==> src/rtl/pipelined_barrel_shifter_if.sv <==
// Operand/result handshake bundle for pipelined_barrel_shifter.
// The slave modport is the shifter side, the master modport is the producer/consumer side.
interface pipelined_barrel_shifter_if #(
  parameter int WIDTH = 25,
  parameter int SHW   = 5
);
  logic             in_valid;
  logic             in_ready;
  logic [WIDTH-1:0] in_data;
  logic [SHW-1:0]   in_shamt;
  logic [1:0]       in_mode;
  logic             out_valid;
  logic             out_ready;
  logic [WIDTH-1:0] out_data;
  logic [SHW-1:0]   out_shamt;
  logic             out_zero;
  logic             out_sticky;

  modport slave (
    input  in_valid, in_data, in_shamt, in_mode, out_ready,
    output in_ready, out_valid, out_data, out_shamt, out_zero, out_sticky
  );

  modport master (
    output in_valid, in_data, in_shamt, in_mode, out_ready,
    input  in_ready, out_valid, out_data, out_shamt, out_zero, out_sticky
  );
endinterface

==> src/rtl/pipelined_barrel_shifter.sv <==
// Barrel shifter (SLL/SRL/SRA/NORM), one shift-amount bit per register stage, MSB bit first.
// Latency SHW cycles, 1 op/cycle; stalled stages hold, in_ready drops only when every stage is full.
// Define SHIFT_STICKY_EN to carry the OR of bits discarded by right shifts to out_sticky.
module pipelined_barrel_shifter #(
  parameter int WIDTH = 25,
  parameter int SHW   = 5
) (
  input logic                       clk,
  input logic                       rst,
  pipelined_barrel_shifter_if.slave sh
);
  localparam logic [1:0] MODE_SRL  = 2'b01;
  localparam logic [1:0] MODE_SRA  = 2'b10;
  localparam logic [1:0] MODE_NORM = 2'b11;

  typedef struct packed {
    logic [WIDTH-1:0] data;
    logic [SHW-1:0]   shamt;
    logic [1:0]       mode;
    logic             sticky;
  } stage_t;

  stage_t         st  [SHW];
  stage_t         nxt [SHW];
  stage_t         head;
  logic [SHW-1:0] vld;
  logic [SHW-1:0] src_vld;
  logic [SHW-1:0] load;
  logic [SHW-1:0] lzc;
  logic           zero_q;

  // NORM reuses the left-shift path with the leading-zero count; a zero operand keeps lzc=0.
  always_comb begin
    lzc = '0;
    for (int i = 0; i < WIDTH; i++)
      if (sh.in_data[i]) lzc = SHW'(WIDTH - 1 - i);
    head.data   = sh.in_data;
    head.shamt  = (sh.in_mode == MODE_NORM) ? lzc : sh.in_shamt;
    head.mode   = sh.in_mode;
    head.sticky = 1'b0;
  end

  always_comb begin
    stage_t cur;
    logic   cur_vld;
    cur     = head;
    cur_vld = sh.in_valid;
    for (int k = 0; k < SHW; k++) begin
      nxt[k]     = cur;
      src_vld[k] = cur_vld;
      if (cur.shamt[SHW-1-k]) begin
        case (cur.mode)
          MODE_SRL: nxt[k].data = cur.data >> (1 << (SHW - 1 - k));
          MODE_SRA: nxt[k].data = $unsigned($signed(cur.data) >>> (1 << (SHW - 1 - k)));
          default:  nxt[k].data = cur.data << (1 << (SHW - 1 - k));
        endcase
`ifdef SHIFT_STICKY_EN
        if (cur.mode == MODE_SRL || cur.mode == MODE_SRA)
          nxt[k].sticky = cur.sticky | (|(cur.data & ~({WIDTH{1'b1}} << (1 << (SHW - 1 - k)))));
`endif
      end
      cur     = st[k];
      cur_vld = vld[k];
    end
  end

  // A stage may load when empty or when its successor is loading this cycle.
  always_comb begin
    logic down;
    down = sh.out_ready;
    for (int k = SHW - 1; k >= 0; k--) begin
      load[k] = !vld[k] || down;
      down    = load[k];
    end
  end

  always_ff @(posedge clk) begin
    if (rst) begin
      vld    <= '0;
      zero_q <= 1'b0;
      for (int k = 0; k < SHW; k++) st[k] <= '0;
    end else begin
      for (int k = 0; k < SHW; k++) begin
        if (load[k]) begin
          vld[k] <= src_vld[k];
          if (src_vld[k]) st[k] <= nxt[k];
        end
      end
      if (load[SHW-1] && src_vld[SHW-1]) zero_q <= (nxt[SHW-1].data == '0);
    end
  end

  assign sh.in_ready  = !rst && load[0];
  assign sh.out_valid = vld[SHW-1];
  assign sh.out_data  = st[SHW-1].data;
  assign sh.out_shamt = st[SHW-1].shamt;
  assign sh.out_zero  = zero_q;
`ifdef SHIFT_STICKY_EN
  assign sh.out_sticky = st[SHW-1].sticky;
`else
  assign sh.out_sticky = 1'b0;
`endif
endmodule

==> src/flat_wrapper.sv <==
// flat-port wrapper written by rule: the top's interface ports become plain ports
module pipelined_barrel_shifter_flat 
#(
  parameter int WIDTH = 25,
  parameter int SHW   = 5
)
  (clk, rst, sh_in_valid, sh_in_data, sh_in_shamt, sh_in_mode, sh_out_ready, sh_in_ready, sh_out_valid, sh_out_data, sh_out_shamt, sh_out_zero, sh_out_sticky);
  pipelined_barrel_shifter_if #(.WIDTH(WIDTH), .SHW(SHW)) sh_i ();
  input logic clk;
  input logic rst;
  input wire logic [$bits(sh_i.in_valid)-1:0] sh_in_valid;
  input wire logic [$bits(sh_i.in_data)-1:0] sh_in_data;
  input wire logic [$bits(sh_i.in_shamt)-1:0] sh_in_shamt;
  input wire logic [$bits(sh_i.in_mode)-1:0] sh_in_mode;
  input wire logic [$bits(sh_i.out_ready)-1:0] sh_out_ready;
  output wire logic [$bits(sh_i.in_ready)-1:0] sh_in_ready;
  output wire logic [$bits(sh_i.out_valid)-1:0] sh_out_valid;
  output wire logic [$bits(sh_i.out_data)-1:0] sh_out_data;
  output wire logic [$bits(sh_i.out_shamt)-1:0] sh_out_shamt;
  output wire logic [$bits(sh_i.out_zero)-1:0] sh_out_zero;
  output wire logic [$bits(sh_i.out_sticky)-1:0] sh_out_sticky;
  assign sh_i.in_valid = sh_in_valid;
  assign sh_i.in_data = sh_in_data;
  assign sh_i.in_shamt = sh_in_shamt;
  assign sh_i.in_mode = sh_in_mode;
  assign sh_i.out_ready = sh_out_ready;
  assign sh_in_ready = sh_i.in_ready;
  assign sh_out_valid = sh_i.out_valid;
  assign sh_out_data = sh_i.out_data;
  assign sh_out_shamt = sh_i.out_shamt;
  assign sh_out_zero = sh_i.out_zero;
  assign sh_out_sticky = sh_i.out_sticky;
  pipelined_barrel_shifter #(.WIDTH(WIDTH), .SHW(SHW)) u_core (.clk(clk), .rst(rst), .sh(sh_i));
endmodule
==> config.mk <==
export PLATFORM = sky130hd
export DESIGN_NAME = pipelined_barrel_shifter_flat
export DESIGN_NICKNAME = d
export VERILOG_FILES = /design/src/rtl/pipelined_barrel_shifter_if.sv /design/src/rtl/pipelined_barrel_shifter.sv /design/src/flat_wrapper.sv
export SDC_FILE = /design/constraint.sdc
export NUM_CORES = 1
export LEC_CHECK = 0
export ABC_AREA = 1
export ABC_CLOCK_PERIOD_IN_PS = 5000
export BUFFER_PORTS_ARGS = -buffer_cell sky130_fd_sc_hd__buf_2
export CAP_MARGIN = 20
export CELL_PAD_IN_SITES_DETAIL_PLACEMENT = 1
export CELL_PAD_IN_SITES_GLOBAL_PLACEMENT = 1
export CORE_MARGIN = 2
export CORE_UTILIZATION = 45
export CTS_BUF_LIST = sky130_fd_sc_hd__clkbuf_8 sky130_fd_sc_hd__clkbuf_16
export CTS_CLUSTER_DIAMETER = 100
export DETAILED_ROUTE_END_ITERATION = 10
export PLACE_DENSITY_LB_ADDON = 0.1
export SKIP_LAST_GASP = 1
export SYNTH_ARGS = -nofsm -noshare
export SYNTH_HDL_FRONTEND = slang
export SYNTH_SLANG_ARGS = --single-unit
==> constraint.sdc <==
create_clock -name clk -period 5 [get_ports clk]
set_input_delay 1 -clock clk [delete_from_list [all_inputs] [get_ports clk]]
set_output_delay 1 -clock clk [all_outputs]
set_load 0.005 [all_outputs]
# Word level (Yosys, flattened, before mapping)
# Memories as Yosys holds them, arrays and structs flattened.
# Index checks and enable logic that the tools add are counted.
[totals]
ff_bits = 6
ram_bits = 165
input_bits = 36
out_inout_bits = 34
wordCells = 100
mem_count = 1
[memory_table]
columns = ["memory", "depth", "width", "read_ports", "rd_clocked_by_memory_dff", "write_ports", "line", "text"]
rows = [
  ["u_core.st", 5, 33, 5, 0, 5, "pipelined_barrel_shifter.sv:23", "stage_t st [SHW];"],
]
[op_classes]
eq_ne = 11
n_mux = 63
bitwise = 5
n_reduce_logical = 14
[ops]
columns = ["cell", "count"]
rows = [
  ["$pmux 25 s2", 5],
  ["$mux 33", 5],
  ["$mux 5", 26],
  ["$mux 25", 5],
  ["$logic_not 25->1", 1],
  ["$mux 1", 22],
  ["$eq 2x2->1 const B", 6],
  ["$eq 2x1->1 const B", 5],
  ["$logic_not 1->1", 6],
  ["$logic_or 1x1->1", 5],
  ["$or 1x1->1", 5],
  ["$logic_and 1x1->1", 2],
]

# Longest topological paths before layout
# Gate-level depths: netlist of the first run.
[logic_depth]
ltp_word = 28
depth_mapped = 25

# Worst setup path before layout of the first run
# OpenSTA, ideal clock, no wires.
[synth_path]
kind = "input port to flip-flop"
start = "in sh_out_ready"
end = "mem u_core.st[0][34] (netlist name), enable pin"
setup_time_ns = 0.466
t_arrival_ns = 3.582
required_ns = 4.534
slack_ns = 0.952
stages = 8
path_buffers = 0
cell_sequence = "nor2_2 -> inv_2 -> nor2_2 -> inv_2 -> nor2_2 -> inv_2 -> nor2_2 -> o21ai_0"
[synth_rtl]
columns = ["item", "line", "text"]
rows = [
  ["start, declared", "flat_wrapper.sv:15", "input wire logic [$bits(sh_i.out_ready)-1:0] sh_out_ready;"],
  ["end, declared", "pipelined_barrel_shifter.sv:23", ""],
]

==> metrics.txt, run 1 <==
status completed; hold buffer count at CTS 0; DR pass1 iterations 4; largest family of logic cells by synthesized area compound AO/OA/AOI/OAI gates; adder-cell share of the synthesized area under 10%; vias in the first global route 6971; post-route ant nets 0; LEAKAGE 3.74 nW; Area Growth Syn to Fin 9.94%; CP Class input port to register; Critical Path RT 5160 ps; largest net degree at the start of global routing 61; total CTS buffers 17; WP data arrival 3300 ps; Ys Warns 0; core outline area 0.0188 mm^2; Seq pwr share 48.2%; Final #Nets roughly 1000; # IOs 70; Slew Limit Fails 0; area taken by multi-input logic gates 0.00288 mm^2; simple-gate area share of the yosys netlist 12.6%; die area 0.0204 mm^2; chip height 143 um; Yosys cell types 38; Post-Route WL 21500 um; Iter 0 DRT Violations 273; Min-Delay Path Class register to register; gpl congestion 0.890; post-synthesis sequential area ratio between 50% and 60%; gr ovfl total 0; final design utilization 50.7%; CTS tree done; CTS Sinks 164; Worst Max-Slew Pin Slew 986 ps; Tmin final 3150 ps; peak fanout along the critical path 60; Post-Syn Area 0.00869 mm^2; gr usage total 22.1%; via/cell ratio 5.49; Register Area 0.00486 mm^2; residual DRC count 0; max_cap viols 0; # fillers roughly 2100; first-pass GRT wire length 34900 um; Setup TNS 0 ps; worst slack, placed 1380 ps; Starting Density a little under half; IR drop worst, VDD 254 uV; RSZ-0062 raised after global routing no; wire length per cell ~18 um; combinational power share 14.4%; Worst-path clk slew roughly 60 ps; Syn Inst Count 918; Final WS setup ~1900 ps; predominant post-synthesis flop cell edfxtp_1; final setup vio count 0; clock latency on the worst-skew pair 430 ps; Setup Fix Bufs, Post-CTS 0; CTS resizes 0; CP peak stage delay 500 ps; Power Dens Cells 380 mW/mm^2; mux cell area share after synthesis 0%; Sw Ratio 26.8%; Synth Area in XOR/XNOR 0%; Top delay family on crit path buffers and inverters; initial antenna violation count 0; Antenna Diode Count 0; f_max around 0.32 GHz; cells along the critical path buf_2 > nor2_2 > inv_2 > nor2_2 > inv_2 > nor2_2 > inv_2 > nor2_2 > inv_2 > nor2_2 > nor2_2 > nand2_2 > nand2_2 > inv_2 > buf_12 > nor2_1; CP endpoint kind register; Final Hold Fails 0; routed vias between 6000 and 7000; hpwl dp roughly 16000 um; post-synthesis compound-gate area fraction 18.8%; fraction of registers with async set/reset 0%; post-route clock skew 12.1 ps; share of cells above drive strength 1 13.4%; Post-synth EDFFs 158; clock share of power 37.4%; CTS Root Cell clkbuf_16; CP bufs+invs 7; #FFs+latches synth 164; mean area per synthesized cell 9.46 um^2; Pint 2.66 mW; Max Root-Sink Buffers 2; crit share post-route 63.0%; max_slew headroom 33.7%; Buffers on Ports 68; Startpoint Class input port; Crit path top cell by count nor2_2; syn_nets 965; Die Width 143 um; CTS H-tree lvls 4; critical path's slowest cell inv_2; Std-Cell Rows 50; switching power total 974 uW
worst register-to-register path, stage by stage (launching register included):
cell,delay (ps)
edfxtp_1,770
inv_2,290
nor2_4,310
inv_2,160
a21oi_1,150
nor2_1,60
clkinv_1,70
nand4_1,110
nor4_1,580
nand4_1,150
a21oi_1,160
kinds of logic after synthesis:
logic type,Yosys count
flops,164
simple gates,255
compound gates,288
buf+inv,199
fa+ha+maj,11
other cells,1
through the flow:
| step | power (mW) | area (um^2) | instances | hold WS (ps) |
|---|---|---|---|---|
| after floorplan | 2.15 | 8690 | 918 | 460 |
| after global placement | 2.27 | 8910 | 1170 | 454 |
| after detailed placement | 2.30 | 8910 | 1170 | 465 |
| after CTS | 3.65 | 9520 | 1202 | 476 |
| after global routing | 3.78 | 9550 | 1203 | 502 |
| final | 3.63 | 9550 | 1203 | 472 |
synth_stat cells, types with 10 or more instances:
master | instances | share of area (%)
edfxtp_1 | 158 | 55
a21oi_1 | 126 | 7.3
nor2_1 | 113 | 4.9
inv_1 | 103 | 4.4
o21ai_0 | 82 | 4.7
nand2_1 | 59 | 2.5
nand3_1 | 48 | 2.8
buf_4 | 40 | 3.5
clkbuf_1 | 33 | 1.4
a221oi_1 | 14 | 1.4
a22oi_1 | 14 | 1.2
nor3_1 | 13 | 0.75
o21ai_1 | 12 | 0.69
ha_1 | 11 | 1.6
o221ai_1 | 10 | 1.0
path summary, 6_finish.rpt:
check                                           to  slack (ps)  depth (start not counted)          startpoint
worst max-delay path             u_core.st[0][103]        1850                         16        sh_out_ready
worst min-delay path            u_core.sh.out_zero         470                          2  u_core.sh.out_zero
worst max register to register  u_core.sh.out_zero        2130                         10   u_core.st[0][102]
worst min register to register  u_core.sh.out_zero         470                          2  u_core.sh.out_zero
routing by layer:
metal	GRT usage, %	vias to the layer above	routed length [um]
li1	-	3230	-
met1	22.1	3205	8200
met2	43.5	121	12000
met3	3.35	44	526
met4	11.3	0	859
met5	0	-	0
cells in the final DEF (no fill, tap or decap), drive strengths merged, types with 2 or more instances in the layout:
cell and count:
a21oi 126, nand3 48, nor3 13, nand4 9, nand2 62, o21ai 95
o31ai 2, clkbuf 17, clkinvlp 4, a221oi 14, buf 76, nor4 2
ha 11, inv 114, o22ai 5, o211ai 2, edfxtp 158, o221ai 10
nor2 121, a211oi 6, a22oi 14, a31oi 8, bufinv 4, dfxtp 6
clkinv 9
power by group through the flow:
stage	Sequential [mW]	Clock (mW)	Combinational, mW
global placement	1.77	0	0.498
finish	1.75	1.36	0.522
global route	1.77	1.43	0.588
detailed placement	1.78	0	0.518
CTS	1.75	1.38	0.522
floorplan	1.74	0	0.412
state kept, by name (all words and copies together), names as in the netlist:
name / cells
u_core.st: 158
u_core.vld: 5
u_core.sh.out_zero: 1
layout make-up:
cell class                      count  area share (%)
Clock buffer                       17            4.45
Clock inverter                     15            1.96
Inverter                          116            4.56
Multi-Input combinational cell    555            30.2
Sequential cell                   164            50.9
Tap cell                          260            3.41
Timing Repair Buffer               76            4.53
Power figures use the tool's default switching activity.
==> run 2: changes to the inputs <==
--- a/config.mk
+++ b/config.mk
@@ -6,7 +6,7 @@
 export NUM_CORES = 1
 export LEC_CHECK = 0
 export ABC_AREA = 1
-export ABC_CLOCK_PERIOD_IN_PS = 5000
+export ABC_CLOCK_PERIOD_IN_PS = 3050
 export BUFFER_PORTS_ARGS = -buffer_cell sky130_fd_sc_hd__buf_2
 export CAP_MARGIN = 20
 export CELL_PAD_IN_SITES_DETAIL_PLACEMENT = 1
==> constraint.sdc (replaced) <==
create_clock -name clk -period 3.05 [get_ports clk]
set_input_delay 0.61 -clock clk [delete_from_list [all_inputs] [get_ports clk]]
set_output_delay 0.61 -clock clk [all_outputs]
set_load 0.005 [all_outputs]
==> metrics.txt, run 2 (same netlist as run 1, synthesis figures left out) <==
wire length per cell 17.5 um (-2.1%); most frequent cells in the layout 158 x edfxtp_1, 126 x a21oi_1, 113 x nor2_1, 105 x inv_1, 81 x o21ai_0; CP endpoint kind register; LEAKAGE 3.83 nW (+2.3%); crit share post-route ~81%; hold buffer count at CTS 0 (unchanged); Startpoint Class register; clock latency on the worst-skew pair 420 ps (about the same); Seq pwr share 48.8% (+0.6 points); routed vias 6668 (+1.0%); Setup Fix Bufs, Post-CTS 0 (unchanged); Starting Density 46.1% (unchanged); Min-Delay Path Class input port to register; post-route ant nets 0 (unchanged); Tmin final 2480 ps; residual DRC count 0 (unchanged); Power Dens Cells 607 mW/mm^2 (+60%); gr usage total 21.5% (-0.54 points); Post-Route WL 21300 um (-0.92%); Worst-path clk slew 60 ps (about the same); CTS resizes 0 (unchanged); hpwl dp 16500 um (+1.1%); total CTS buffers 17 (unchanged); chip height 143 um (unchanged); Iter 0 DRT Violations 358 (+31%); clock share of power 35.8% (-1.6 points); max_cap viols 0 (unchanged); Final Non-Filler Cells 1218 (+1.2%); Buffers on Ports 68 (unchanged); via/cell ratio 5.47 (-0.21%); die area 0.0204 mm^2 (unchanged); vias in the first global route 6896 (-1.1%); post-route clock skew 12.5 ps (+0.357 ps); combinational power share 15.3% (+0.9 points); first-pass GRT wire length 34100 um (-2.6%); worst slack, placed 335 ps (-1040 ps); gr ovfl total 0 (unchanged); CTS Root Cell clkbuf_16; Critical Path RT 3400 ps (-1760 ps); Pint 4.27 mW (+61%); Max Root-Sink Buffers 2 (unchanged); max_slew headroom 55.6% (+22 points); # IOs 70 (unchanged); largest net degree at the start of global routing 75 (+23%); WP data arrival 2830 ps (-470 ps); Final Hold Fails 0 (unchanged); CP Class register to register; DR pass1 iterations 5 (+1); Final WS setup 567 ps (-1290 ps); max reg flops 158 (unchanged); f_max 0.403 GHz; most common cell after layout, fill and taps aside edfxtp_1; Largest Register u_core.st; Sw Ratio 27.0% (+0.18 points); gpl congestion 0.908 (+2.0%); CTS Sinks 164 (unchanged); Die Width 143 um (unchanged); status completed; Slew Limit Fails 0 (unchanged); CTS tree done; initial antenna violation count 0 (unchanged); peak fanout along the critical path 17 (-72%); share of cells above drive strength 1 14.9% (+1.6 points); core outline area 0.0188 mm^2 (unchanged); Placed Cells 1186 (+1.4%); Setup TNS 0 ps (unchanged); Hold Slack 461 ps (-11.8 ps); IR drop worst, VDD 365 uV (+44%); RSZ-0062 raised after global routing no; switching power total 1.58 mW (+62%); Area Growth Syn to Fin 10.9%; Std-Cell Rows 50 (unchanged); final setup vio count 0 (unchanged); Worst Max-Slew Pin Slew 667 ps (-320 ps); CTS H-tree lvls 4 (unchanged); Final #Nets 992 (+1.5%); Antenna Diode Count 0 (unchanged)
[run 2: cell type report]
type	count	area [um^2]
inverters	116	435
multi-input cells	555	2880
repair buffers	91	526
flip-flops and latches	164	4860
clock inverters	10	65.1
clock buffers	22	539
well taps	260	325
fillers	2153	9200
[run 2: power groups by stage]
| stage | clock (mW) | sequential [mW] | combinational, mW |
|---|---|---|---|
| 6_report | 2.10 | 2.86 | 0.897 |
| 3_3_place_gp | 0 | 2.89 | 0.853 |
| 3_5_place_dp | 0 | 2.90 | 0.888 |
| 2_1_floorplan | 0 | 2.85 | 0.676 |
| 5_1_grt | 2.21 | 2.88 | 1.00 |
| 4_1_cts | 2.14 | 2.86 | 0.896 |
[run 2: layer usage]
metal  up-vias  share of wire, %  GRT usage, %
li1       3259                 -             -
met1      3166                37          21.2
met2       179                54          40.8
met3        64               2.8          3.32
met4         0               6.2          15.3
met5         -                 0             0
[run 2: final timing paths]
path | start | end | slack, ps | cells after the start
worst min register to register | u_core.sh.out_zero | u_core.sh.out_zero | 500 | 2
worst min-delay path | sh_in_valid | u_core.vld[0] | 460 | 3
worst max register to register | u_core.st[0][100] | u_core.sh.out_zero | 570 | 11
worst max-delay path | u_core.st[0][100] | u_core.sh.out_zero | 570 | 11
[run 2: metrics by stage]
step	power (mW)	instance area, um^2	utilization, %
6_report	5.85	9640	51.2
3_5_place_dp	3.79	9030	48.0
2_1_floorplan	3.53	8690	-
4_1_cts	5.89	9640	51.2
5_1_grt	6.09	9640	51.2
3_3_place_gp	3.74	9030	48.0
[run 2: worst max-delay path: stages, from the launching register on]
cell	delay, ps
edfxtp_1	360
inv_1	70
ha_1	430
nand2_2	270
inv_1	330
a221oi_1	130
inv_1	100
nand4_1	80
nor4_1	250
buf_4	170
nand4_1	70
a21oi_1	150
==> run 3: changes to the inputs <==
--- a/config.mk
+++ b/config.mk
@@ -5,8 +5,8 @@
 export SDC_FILE = /design/constraint.sdc
 export NUM_CORES = 1
 export LEC_CHECK = 0
-export ABC_AREA = 1
-export ABC_CLOCK_PERIOD_IN_PS = 3050
+export ABC_AREA = 0
+export ABC_CLOCK_PERIOD_IN_PS = 2450
 export BUFFER_PORTS_ARGS = -buffer_cell sky130_fd_sc_hd__buf_2
 export CAP_MARGIN = 20
 export CELL_PAD_IN_SITES_DETAIL_PLACEMENT = 1
==> constraint.sdc (replaced) <==
create_clock -name clk -period 2.45 [get_ports clk]
set_input_delay 0.49 -clock clk [delete_from_list [all_inputs] [get_ports clk]]
set_output_delay 0.49 -clock clk [all_outputs]
set_load 0.005 [all_outputs]
==> metrics.txt, run 3 <==
status completed; post-synth top area share 54.5% (-0.13 points); worst slack, placed -49.1 ps (-384 ps); Worst Max-Slew Pin Slew 869 ps (+202 ps); # IOs 70 (unchanged); max_slew headroom 42.1% (-13 points); gr usage total 21.7% (+0.16 points); Ys Warns 0 (unchanged); first-pass GRT wire length 34400 um (+1.2%); predominant post-synthesis flop cell edfxtp_1; RSZ-0062 raised after global routing no; CP endpoint kind register; GRT busiest layer met2; Tmin final 2380 ps (-108 ps); cell with the most instances after synthesis edfxtp_1; clock latency on the worst-skew pair 440 ps (+20 ps); wire length per cell 18.7 um (+6.5%); vias in the first global route 6765 (-1.9%); most frequent cells in the layout 158 x edfxtp_1, 147 x nor2_1, 68 x a211oi_1, 68 x buf_2; crit share post-route 96.9% (+16 points); Final Non-Filler Cells 1142 (-6.2%); Post-synth EDFFs 158 (unchanged); via/cell ratio 5.66 (+3.4%); post-synthesis sequential area ratio 55.9% (-0.14 points); syn_nets 881 (-8.7%); Yosys cell types 49 (+29%); max_cap viols 0 (unchanged); Critical Path RT 2800 ps (-600 ps); final design utilization 52.3% (+1.1 points); area leader, netlist edfxtp_1; post-route cell area 0.00985 mm^2 (+2.2%); Iter 0 DRT Violations 367 (+2.5%); Placed Area 0.00921 mm^2 (+2.0%); most common cell after layout, fill and taps aside edfxtp_1; Power Dens Cells 737 mW/mm^2 (+21%); IR drop worst, VDD 442 uV (+21%); CTS tree done; Worst-path clk slew 70 ps (about the same); WP data arrival 2730 ps (-100 ps); chip height 143 um (+0.12%); initial antenna violation count 0 (unchanged); Starting Density 46.3% (+0.11 points); Post-Route WL 21300 um (-0.13%); DR pass1 iterations 4 (-1); GRT met3 Usage 3.92% (+0.60 points); CTS H-tree lvls 4 (unchanged); worst reg2reg setup slack 70 ps (-490 ps); Largest Register u_core.st; CP Class register to register; top cells by area, synth edfxtp_1 54%, nor2_1 6.3%, a211oi_1 5.9%; CTS Root Cell clkbuf_16; core outline area 0.0188 mm^2 (unchanged); routed vias 6465 (-3.0%); peak fanout along the critical path 6 (-11); Antenna Diode Count 0 (unchanged); Std-Cell Rows 50 (unchanged); die area 0.0205 mm^2 (+0.24%); final setup vio count 0 (unchanged); share of cells above drive strength 1 16.9% (+2.0 points); hpwl dp 15800 um (-4.4%); max reg flops 158 (unchanged); Buffers on Ports 68 (unchanged); Max Root-Sink Buffers 2 (unchanged); f_max 0.421 GHz (+4.5%); post-route clock skew 15.2 ps (+2.70 ps); Min-Delay Path Class input port to register; largest net degree at the start of global routing 79 (+5.3%); Final Hold Fails 0 (unchanged); most frequent cells after synthesis 158 x edfxtp_1, 147 x nor2_1, 68 x a211oi_1, 53 x a21oi_1, 53 x a22oi_1; CTS Sinks 164 (unchanged); Placed Cells 1108 (-6.6%); met2 global-route usage 42.6% (+1.9 points); fraction of registers with async set/reset 0% (unchanged); Final WS setup 74.7 ps (-492 ps); LEAKAGE 3.54 nW (-7.5%); #FFs+latches synth 164 (unchanged); post-route ant nets 0 (unchanged); Slew Limit Fails 0 (unchanged); gpl congestion 0.884 (-2.7%); total CTS buffers 17 (unchanged); gr ovfl total 0 (unchanged); Die Width 143 um (+0.12%); Syn Inst Count 834 (-9.2%); met1 Usage GRT 21.6% (+0.45 points); Startpoint Class register; mean area per synthesized cell 10.4 um^2 (+10%); residual DRC count 0 (unchanged); Setup TNS 0 ps (unchanged); Area Growth Syn to Fin 13.1%; Final #Nets 916 (-7.7%); Post-Syn Area 0.00871 mm^2 (+0.24%)
[run 3: cell types whose count changed in the layout (fill, tap and decap cells not counted), moves of 34 or more]
cell      previous run  this run
a21oi_1            126        53
o21ai_0             81        19
a211oi_1             6        68
inv_1              105        20
nor2_1             113       147
a22oi_1             14        53
[run 3: cells by family (layout without fill, tap and decap cells)]
family / Yosys count / in the layout / share of synthesized area (%)
compound gates: 232 / 232 / 18.3
fa+ha+maj: 11 / 11 / 1.58
buf+inv: 113 / 161 / 6.92
flops: 164 / 164 / 55.9
mux: 6 / 6 / 0.690
other cells: 1 / 1 / 0.0431
simple gates: 307 / 307 / 16.6
[run 3: final cells by class]
type	count	area (um^2)
clock buffers	17	425
repair buffers	110	726
fillers	2062	8980
clock inverters	15	178
multi-input cells	557	3260
inverters	19	71.3
flip-flops and latches	164	4860
well taps	260	325
[run 3: through the flow]
stage               total power, mW  hold slack (ps)
CTS                            7.31              283
finish                         7.26              299
global route                   7.55              312
floorplan                      4.24              481
detailed placement             4.57              486
global placement               4.52              473
[run 3: worst paths after layout]
path	start	to	cells after the start
worst max-delay path	u_core.st[0][100]	u_core.sh.out_zero	7
worst min-delay path	sh_in_valid	u_core.vld[0]	3
worst max register to register	u_core.st[0][100]	u_core.sh.out_zero	7
worst min register to register	u_core.sh.out_zero	u_core.sh.out_zero	2
[run 3: worst max-delay path, cell delays in order, from the launching register on]
cell,delay [ps]
edfxtp_1,410
ha_1,250
buf_4,170
o21ai_0,340
o211ai_1,160
o31a_1,330
or4b_1,540
o22ai_2,120
[run 3: timing repair]
item	4_1_cts	5_1_grt
gates resized for setup	0	1
setup endpoints to repair	0	1
setup buffers	0	0
hold buffers	0	0
[run 3: report_power, final]
group	switching [mW]	internal [mW]	total, mW
Combinational	0.626	0.395	1.02
Sequential	0.169	3.34	3.51
Clock	1.12	1.61	2.73
[run 3: per-layer routing]
layer	vias up	wire (um)
met4	0	849
met5	-	0
met3	35	539
li1	3147	-
met1	3160	8170
met2	123	11800
